$ cat src/rtl/pipe_stage_reg.sv
// Pipeline stage register: either a single register or a 2-entry skid buffer.
// An all-zero control payload is a bubble, so head ctrl is cleared whenever the stage empties.
module pipe_stage_reg #(
    parameter int DATA_W = 160,
    parameter int CTRL_W = 8,
    parameter int SKID   = 1
) (
    input  logic              clk,
    input  logic              rst,
    input  logic              flush,
    input  logic              in_valid,
    output logic              in_ready,
    input  logic [CTRL_W-1:0] in_ctrl,
    input  logic [DATA_W-1:0] in_data,
    output logic              out_valid,
    input  logic              out_ready,
    output logic [CTRL_W-1:0] out_ctrl,
    output logic [DATA_W-1:0] out_data,
    output logic [1:0]        occupancy
);

    logic [CTRL_W-1:0] head_ctrl;
    logic [DATA_W-1:0] head_data;
    logic [1:0]        occ;
    logic              accept;
    logic              pop;

    assign accept    = in_valid & in_ready;
    assign pop       = out_valid & out_ready;
    assign out_valid = (occ != 2'd0);
    assign out_ctrl  = head_ctrl;
    assign out_data  = head_data;
    assign occupancy = occ;

    generate
        if (SKID != 0) begin : g_skid
            logic [CTRL_W-1:0] skid_ctrl;
            logic [DATA_W-1:0] skid_data;
            logic              ready_q;

            // ready_q mirrors (occ != 2) as a flop so out_ready never reaches in_ready.
            assign in_ready = ready_q;

            always_ff @(posedge clk) begin
                if (rst) begin
                    occ       <= 2'd0;
                    head_ctrl <= '0;
                    head_data <= '0;
                    skid_ctrl <= '0;
                    skid_data <= '0;
                    ready_q   <= 1'b1;
                end else if (flush) begin
                    occ       <= 2'd0;
                    head_ctrl <= '0;
                    skid_ctrl <= '0;
                    ready_q   <= 1'b1;
                end else begin
                    case (occ)
                        2'd0: begin
                            if (accept) begin
                                head_ctrl <= in_ctrl;
                                head_data <= in_data;
                                occ       <= 2'd1;
                            end
                        end
                        2'd1: begin
                            if (accept && pop) begin
                                head_ctrl <= in_ctrl;
                                head_data <= in_data;
                            end else if (accept) begin
                                skid_ctrl <= in_ctrl;
                                skid_data <= in_data;
                                occ       <= 2'd2;
                                ready_q   <= 1'b0;
                            end else if (pop) begin
                                head_ctrl <= '0;
                                occ       <= 2'd0;
                            end
                        end
                        2'd2: begin
                            if (pop) begin
                                head_ctrl <= skid_ctrl;
                                head_data <= skid_data;
                                skid_ctrl <= '0;
                                occ       <= 2'd1;
                                ready_q   <= 1'b1;
                            end
                        end
                        default: begin
                            occ       <= 2'd0;
                            head_ctrl <= '0;
                            skid_ctrl <= '0;
                            ready_q   <= 1'b1;
                        end
                    endcase
                end
            end
        end else begin : g_single
            // A full single register can take a new entry only in the cycle its head leaves.
            assign in_ready = ~out_valid | out_ready;

            always_ff @(posedge clk) begin
                if (rst) begin
                    occ       <= 2'd0;
                    head_ctrl <= '0;
                    head_data <= '0;
                end else if (flush) begin
                    occ       <= 2'd0;
                    head_ctrl <= '0;
                end else if (accept) begin
                    head_ctrl <= in_ctrl;
                    head_data <= in_data;
                    occ       <= 2'd1;
                end else if (pop) begin
                    head_ctrl <= '0;
                    occ       <= 2'd0;
                end
            end
        end
    endgenerate

endmodule

$ cat config.mk
export PLATFORM = sky130hd
export DESIGN_NAME = pipe_stage_reg
export DESIGN_NICKNAME = d
export VERILOG_FILES = /design/src/rtl/pipe_stage_reg.sv
export SDC_FILE = /design/constraint.sdc
export NUM_CORES = 1
export LEC_CHECK = 0
export BUFFER_PORTS_ARGS = -buffer_cell sky130_fd_sc_hd__buf_2
export CAP_MARGIN = 20
export CORE_MARGIN = 5
export CORE_UTILIZATION = 53
export DETAILED_ROUTE_END_ITERATION = 6
export MAX_ROUTING_LAYER = met4
export PLACE_DENSITY = 0.79
export REMOVE_ABC_BUFFERS = 1
export SLEW_MARGIN = 20
export SYNTH_ARGS = -nofsm -noshare
export SYNTH_HDL_FRONTEND = slang
export SYNTH_SLANG_ARGS = --single-unit
$ cat constraint.sdc
create_clock -name clk -period 2 [get_ports clk]
set_clock_uncertainty 0.05 [all_clocks]
set_input_delay 0.4 -clock clk [delete_from_list [all_inputs] [get_ports clk]]
set_output_delay 0.4 -clock clk [all_outputs]
set_load 0.1 [all_outputs]
==> reports/metrics.csv, run 1 <==
metric,value,unit
outcome,finished clean,
Hold WC Path Type,input port to flop,
worst vdd ir,0.753,mV
Ys Warns,0,
Fin. Hold Viols,0,
most numerous cell on the critical path,buf_12,
CP Data Arrival Time,1.48,ns
vias in the first global route,11910,
CTS root buffer,clkbuf_16,
Via density,5.73,
DRT antenna net count,0,
async set-reset flop share out of synthesis,0,%
Worst Path Max Fanout,14,
DRT Wirelength,38300,um
DIE AREA,29700,um^2
Initial Util,53.7,%
Total GRT Usage,24.6,%
post-route cell area,17500,um^2
CTS tree,built,
critical path cell sequence,"buf_12, or2_4, buf_12",
Slew HR,63.9,%
worst reg2reg path startpoint,occupancy[0],
Max-Cap Viols,0,
post-synthesis sequential area ratio,48.6,%
met3 Usage GRT,4.76,%
Nets,2009,
die width,172,um
setup violators final,0,
die height,172,um
largest net degree at the start of global routing,91,
average wire per standard cell,17.4,um
Net Sw Frac,31.0,%
Flop pwr share,41.2,%
Area Growth Syn to Fin,25.7,%
"most common cell after layout, fill and taps aside",buf_2,
vias post-DR,12617,
Std-Cell Core Area,26000,um^2
hold_sp,out_ready,
DRC Markers,0,
met2 usage,40.2,%
H-tree Lvls,2,
leakage,0.00790,uW
slack of the worst reg-to-reg path,0.16,ns
clock slew at reported path FFs,0.06,ns
Final Cycle Share,96.6,%
Worst Setup SP,occupancy[1],
gr busiest metal,met2,
Crit Path Category,flop to primary output,
Cell Int Power,12000,uW
first-pass GRT wire length,59400,um
Post-synth EDFFs,0,
pre-CTS setup slack,0.0420,ns
final worst slack,0.0679,ns
switching pwr,5400,uW
Max Slew Vio Count,0,
Clock Power Share,39.7,%
gpl congestion,0.837,
Crit. End Element,primary output,
met1 Resource Use GR,30.7,%
FF-to-FF End,out_data[31],
grt total ovfl,0,
path depth of the worst reg2reg path,6,
"flops & latches, synth",339,
Sum Neg Setup Slack,0,ns
Top delay family on crit path,flip-flops,
combinational share of power,19.1,%
Detailed Place HPWL,25600,um
FP Rows,59,
drt initial violations,1042,
antenna violations before repair,4,
Netlist cell types,34,
crit path buf inv count,2,
I/O pin count,345,
Worst Hold Depth,2,
IO Port Bufs,344,
max incr delay on CP,0.39,ns
drt pass-1 iters,5,
"Cell Area, Placed",16200,um^2
CTS buffer count,37,
unrepaired setup endpoints after global routing,no,
Tot Pwr,17400,uW
power per cell area,993,nW/um^2
average cell area after synthesis,8.95,um^2
Post-Synthesis Cells,1559,
Main synth FF type,dfxtp_1,
share of post-route cells with drive strength above 1,25.4,%
"Data required, critical path",1.55,ns
critical path's slowest cell,dfxtp_4,
fmax,518,MHz
post-layout min period,1.93,ns
most frequent cells in the layout,"buf_2 (340), dfxtp_1 (338), nand2_1 (321), a21oi_1 (321), mux2i_1 (176)",
"Clk Latency, worst-skew pair",0.50,ns
hold path endpoint,occupancy[1],
crit start category,flop,
Worst Max-Slew Pin Slew,0.546,ns
CTS Sinks,339,
Mapped Area,14000,um^2
Clock Path Buffers,3,
[layer usage]
| layer | up-vias | routed length, um | part of all wire (%) |
|---|---|---|---|
| li1 | 6196 | - | - |
| met1 | 5918 | 15700 | 41 |
| met2 | 434 | 18600 | 49 |
| met3 | 69 | 2910 | 7.6 |
| met4 | 0 | 1040 | 2.7 |
| met5 | - | 0 | 0 |
[power groups by stage]
stage / logic, uW / registers [uW] / clock network (uW)
finish: 3320 / 7180 / 6920
global route: 3480 / 7200 / 7310
CTS: 3320 / 7180 / 7010
detailed placement: 3310 / 7320 / 0
global placement: 3270 / 7320 / 0
floorplan: 737 / 9010 / 0
[cell usage after synthesis (8+ instances only)]
master,n,area [um^2]
nand2_1,321,1200
a22oi_1,8,60.1
o22ai_1,8,50.1
dfxtp_1,339,6790
a311oi_1,160,1400
nor2_1,17,63.8
a21oi_1,321,1610
buf_4,9,67.6
and2_1,8,50.1
buf_2,60,300
mux2i_1,176,1760
clkbuf_1,97,364
[cell families after synthesis]
family,Yosys count,synth area share (%)
mux,176,12.6
flops,339,48.6
buf+inv,174,5.49
compound gates,505,22.9
xor+xnor,1,0.0628
simple gates,364,10.3
[worst register-to-register path, delay by kind of cell (launching register included)]
kind | cells | cell delay, ns
AOI/OAI and AO/OA | 3 | 0.64
buffers and inverters | 2 | 0.51
DFF | 1 | 0.35
and+or+nand+nor | 1 | 0.20
[state kept, by name (all words and copies together), names as in the netlist]
| register | flops |
|---|---|
| occupancy | 2 |
| g_skid.skid_data | 160 |
| out_data | 160 |
| in_ready | 1 |
| out_ctrl | 8 |
| g_skid.skid_ctrl | 8 |
[what timing repair did]
action                     CTS  global route
setup buffers                0             0
gates resized for setup      7             0
setup endpoints to repair    3             0
hold buffers                 0             0
[worst max path at each step]
stage                        end  slack, ns  depth (start not counted)
floorplan            out_data[0]      -5.88                          3
global placement    out_data[31]       0.13                          7
detailed placement  out_data[31]       0.04                          7
CTS                    out_valid       0.05                          3
global route           out_valid       0.01                          3
finish                 out_valid       0.07                          3
[stage by stage]
stage	std cells	hold slack, ns	utilization [%]
3_3_place_gp	2132	0.390	62.5
4_1_cts	2198	0.0462	67.5
5_1_grt	2202	0.0841	67.5
6_report	2203	0.0890	67.5
3_5_place_dp	2132	0.396	62.5
2_1_floorplan	1391	0.380	-
[final cells by class]
cell class	count	area, um^2
multi-input combinational	1046	6420
clock buffer	54	1120
tap	335	419
timing repair buffer	406	2610
clock inverter	12	141
fill	2007	8440
sequential	339	6790
inverter	6	30.0
antenna	5	12.5
Note: power is estimated with default switching activity, not from simulation.
==> inputs of run 2 (changes only) <==
--- a/config.mk
+++ b/config.mk
@@ -8,9 +8,8 @@
 export BUFFER_PORTS_ARGS = -buffer_cell sky130_fd_sc_hd__buf_2
 export CAP_MARGIN = 20
-export CORE_MARGIN = 5
-export CORE_UTILIZATION = 53
+export CORE_UTILIZATION = 58
 export DETAILED_ROUTE_END_ITERATION = 6
 export MAX_ROUTING_LAYER = met4
-export PLACE_DENSITY = 0.79
+export PLACE_DENSITY = 0.86
 export REMOVE_ABC_BUFFERS = 1
 export SLEW_MARGIN = 20
==> constraint.sdc (replaced) <==
create_clock -name clk -period 2.5 [get_ports clk]
set_clock_uncertainty 0.05 [all_clocks]
set_input_delay 0.625 -clock clk [delete_from_list [all_inputs] [get_ports clk]]
set_output_delay 0.625 -clock clk [all_outputs]
set_load 0.1 [all_outputs]
==> reports/metrics.csv, run 2 (same netlist as run 1, synthesis figures left out) <==
metric,value,unit
CP Data Arrival Time,1.69,ns
most frequent cells in the layout,"buf_2 (342), dfxtp_1 (338), nand2_1 (321), a21oi_1 (321), mux2i_1 (176)",
outcome,finished clean,
Via density,5.98,
first-pass GRT wire length,57800,um
crit path buf inv count,2,
Flop pwr share,42.4,%
DIE AREA,24700,um^2
switching pwr,4280,uW
Worst Setup SP,occupancy[1],
Tot Pwr,13500,uW
Crit. End Element,primary output,
post-route cell area,17100,um^2
Net Sw Frac,31.6,%
placed cell count,2092,
Initial Util,59.3,%
path depth of the worst reg2reg path,5,
leakage,0.00767,uW
largest net degree at the start of global routing,138,
Slew HR,31.9,%
fmax,423,MHz
combinational share of power,19.5,%
critical path cell sequence,"buf_4, or2_2, clkbuf_4",
setup bufs post-CTS,0,
post-layout min period,2.36,ns
post-route core utilization,72.5,%
Area Growth Syn to Fin,22.3,%
antenna violations before repair,6,
final worst slack,0.138,ns
die height,157,um
Max-Cap Viols,0,
Max Slew Vio Count,0,
average wire per standard cell,17.4,um
Detailed Place HPWL,23300,um
Cell Int Power,9240,uW
worst reg2reg path startpoint,occupancy[1],
CTS buffer count,35,
worst vdd ir,0.682,mV
vias in the first global route,11600,
Std-Cell Core Area,23500,um^2
critical path's slowest cell,dfxtp_1,
gpl congestion,0.801,
clock slew at reported path FFs,0.07,ns
crit start category,flop,
CTS root buffer,clkbuf_16,
Fillers,1697,
die width,157,um
Nets,1983,
worst setup path endpoint,out_valid,
CTS Sinks,339,
pre-CTS setup slack,0.225,ns
unrepaired setup endpoints after global routing,no,
drt initial violations,1206,
drt pass-1 iters,5,
Worst Hold Depth,3,
Top delay family on crit path,buffers and inverters,
DRC Markers,0,
Total GRT Usage,29.4,%
Final Cycle Share,94.5,%
Hold WC Path Type,input port to flop,
Worst Max-Slew Pin Slew,1.01,ns
"Data required, critical path",1.82,ns
Worst Path Max Fanout,9,
I/O pin count,345,
slack of the worst reg-to-reg path,0.42,ns
sequential cell area,6790,um^2
max incr delay on CP,0.39,ns
Fin. Hold Viols,0,
DRT antenna net count,0,
CTS tree,built,
DRT Wirelength,37600,um
"most common cell after layout, fill and taps aside",buf_2,
"Cell Area, Placed",15900,um^2
FP Rows,56,
share of post-route cells with drive strength above 1,24.4,%
Clock Power Share,38.1,%
area of the multi-input gates,6420,um^2
Crit Path Category,flop to primary output,
Levels on crit path,3,
H-tree Lvls,2,
FF-to-FF End,g_skid.skid_data[143],
grt total ovfl,0,
IO Port Bufs,344,
Clock Path Buffers,3,
power per cell area,793,nW/um^2
vias post-DR,12897,
setup violators final,0,
"Clk Latency, worst-skew pair",0.49,ns
final std cells w/o fill,2157,
==> run 2: stage by stage <==
stage                     TNS [ns]  hold slack [ns]
after global routing             0            0.312
after global placement           0            0.390
after CTS                        0            0.304
after detailed placement         0            0.396
final                            0            0.323
after floorplan           -1488.41            0.380
==> run 2: cell type report <==
type,count,share of cell area (%)
Inverter,6,0.176
Timing Repair Buffer,382,13.2
Multi-Input combinational cell,1046,37.6
Clock inverter,9,0.462
Antenna cell,7,0.103
Clock buffer,49,6.28
Sequential cell,339,39.8
Tap cell,319,2.34
==> run 2: worst min-delay path by stage <==
stage	from	endpoint	slack, ns
floorplan	g_skid.skid_data[0]	g_skid.skid_data[0]	0.38
global placement	g_skid.skid_data[59]	g_skid.skid_data[59]	0.39
detailed placement	g_skid.skid_data[155]	g_skid.skid_data[155]	0.40
CTS	in_data[105]	g_skid.skid_data[105]	0.30
global route	in_data[75]	g_skid.skid_data[75]	0.31
finish	in_data[5]	g_skid.skid_data[5]	0.32
==> run 2: power groups by stage <==
stage                     clock [uW]  sequential (uW)  combinational [uW]
after floorplan                    0             7210                 590
after global placement             0             5840                2580
after detailed placement           0             5850                2610
after CTS                       5230             5730                2620
after global routing            5450             5760                2740
final                           5150             5740                2630
==> run 2: worst register-to-register path, delay by kind of cell (launching register included) <==
family	cells	cell delay [ns]
buffers and inverters	1	0.43
and+or+nand+nor	3	0.89
DFF	1	0.49
AOI/OAI and AO/OA	1	0.17
==> run 2: what timing repair did <==
item                       CTS  global route
hold buffers                 0             0
setup endpoints to repair    1             1
gates resized for setup      1             1
==> run 2: layer usage <==
metal  up-vias  share of wire (%)  global-route usage [%]
met5         -                  0                       -
met4         0                3.9                    13.1
met3       111                8.1                    7.08
met2       564                 47                    45.5
met1      6093                 41                    36.4
li1       6129                  -                       -
==> inputs of run 3 (changes only) <==
Clock period 2.5 ns to 3 ns, I/O delays scaled along.
==> reports/metrics.csv, run 3 (same netlist as run 1, synthesis figures left out) <==
metric,value,unit
fmax,368,MHz
die height,157,um
Fin. Hold Viols,0,
Worst Setup SP,occupancy[1],
Initial Util,59.3,%
worst vdd ir,0.451,mV
antenna violations before repair,5,
share of post-route cells with drive strength above 1,24.1,%
unrepaired setup endpoints after global routing,no,
Hold WC Path Type,flop to flop,
Fillers,1699,
outcome,finished clean,
I/O pin count,345,
final std cells w/o fill,2161,
grt total ovfl,0,
drt initial violations,951,
Via density,5.95,
pre-CTS setup slack,0.491,ns
DRT Wirelength,38100,um
H-tree Lvls,2,
DIE AREA,24700,um^2
Final Cycle Share,90.5,%
Crit Path Category,flop to primary output,
hold_sp,g_skid.skid_data[23],
Clock Path Buffers,3,
die width,157,um
average wire per standard cell,17.6,um
CP Data Arrival Time,1.92,ns
hold_buf cts,0,
CTS tree,built,
CTS resizes,0,
CTS root buffer,clkbuf_16,
Detailed Place HPWL,23200,um
Worst Hold Depth,2,
clock slew at reported path FFs,0.06,ns
Tot Pwr,11300,uW
sequential cell area,6790,um^2
Total GRT Usage,29.9,%
hold_ws,0.402,ns
Worst Path Max Fanout,14,
setup bufs post-CTS,0,
crit start category,flop,
first-pass GRT wire length,58300,um
final worst slack,0.284,ns
"Clk Latency, worst-skew pair",0.50,ns
power per cell area,664,nW/um^2
CTS buffer count,36,
drt pass-1 iters,6,
Max-Cap Viols,0,
vias post-DR,12867,
DRC Markers,0,
DRT antenna net count,0,
FP Rows,56,
Std-Cell Core Area,23500,um^2
placed cell count,2093,
CTS Sinks,339,
worst reg2reg path startpoint,occupancy[1],
Max Slew Vio Count,0,
most frequent cells in the layout,"buf_2 (343), dfxtp_1 (339), nand2_1 (321), a21oi_1 (321), mux2i_1 (176)",
Crit. End Element,primary output,
Sum Neg Setup Slack,0,ns
gpl congestion,0.818,
leakage,0.00765,uW
path depth of the worst reg2reg path,5,
Nets,1985,
"Data required, critical path",2.20,ns
IO Port Bufs,344,
Slew HR,52.9,%
vias in the first global route,11746,
Area Growth Syn to Fin,22.0,%
largest net degree at the start of global routing,129,
post-layout min period,2.72,ns
"most common cell after layout, fill and taps aside",buf_2,
area of the multi-input gates,6420,um^2
setup violators final,0,
Worst Max-Slew Pin Slew,0.706,ns
[run 3: changes by cell type in the layout (fill, tap and decap cells not counted)]
cell,delta
diode_2,-2
clkinvlp_4,-1
clkinv_4,-1
dfxtp_2,-1
dfxtp_1,+1
buf_2,+1
clkbuf_4,-1
clkbuf_1,+9
clkinv_2,-2
buf_12,-4
buf_4,+5
[run 3: area by class of cell]
type,count,share of cell area (%)
multi-input combinational,1046,37.7
antenna,5,0.0735
clock inverter,5,0.309
inverter,6,0.176
timing repair buffer,383,13.0
tap,319,2.35
clock buffer,58,6.49
sequential,339,39.9
[run 3: metal layers]
layer / track usage, % / part of all wire (%) / routed length [um]
met1: 35.6 / 39 / 15000
met2: 47.9 / 48 / 18300
met3: 7.65 / 9.0 / 3410
met4: 12.5 / 3.5 / 1330
met5: - / 0 / 0
[run 3: path summary, 6_finish.rpt]
kind,to,slack [ns]
max,out_valid,0.28
min reg2reg,g_skid.skid_data[23],0.40
min,g_skid.skid_data[23],0.40
max reg2reg,out_data[38],0.54
[run 3: per-stage QoR]
stage,area (um^2),utilization (%)
floorplan,13200,-
global placement,15800,67.3
detailed placement,15800,67.3
CTS,17000,72.2
global route,17000,72.3
finish,17000,72.3
[run 3: worst max-delay path, cell delays in order, from the launching register on]
cell and delay, ns:
dfxtp_1 0.77, or2_2 0.22, buf_2 0.41
[run 3: where the power goes]
part / switching (uW) / internal [uW] / total, uW
Sequential: 98.9 / 4680 / 4780
Combinational: 1740 / 443 / 2180
Clock: 1740 / 2600 / 4340
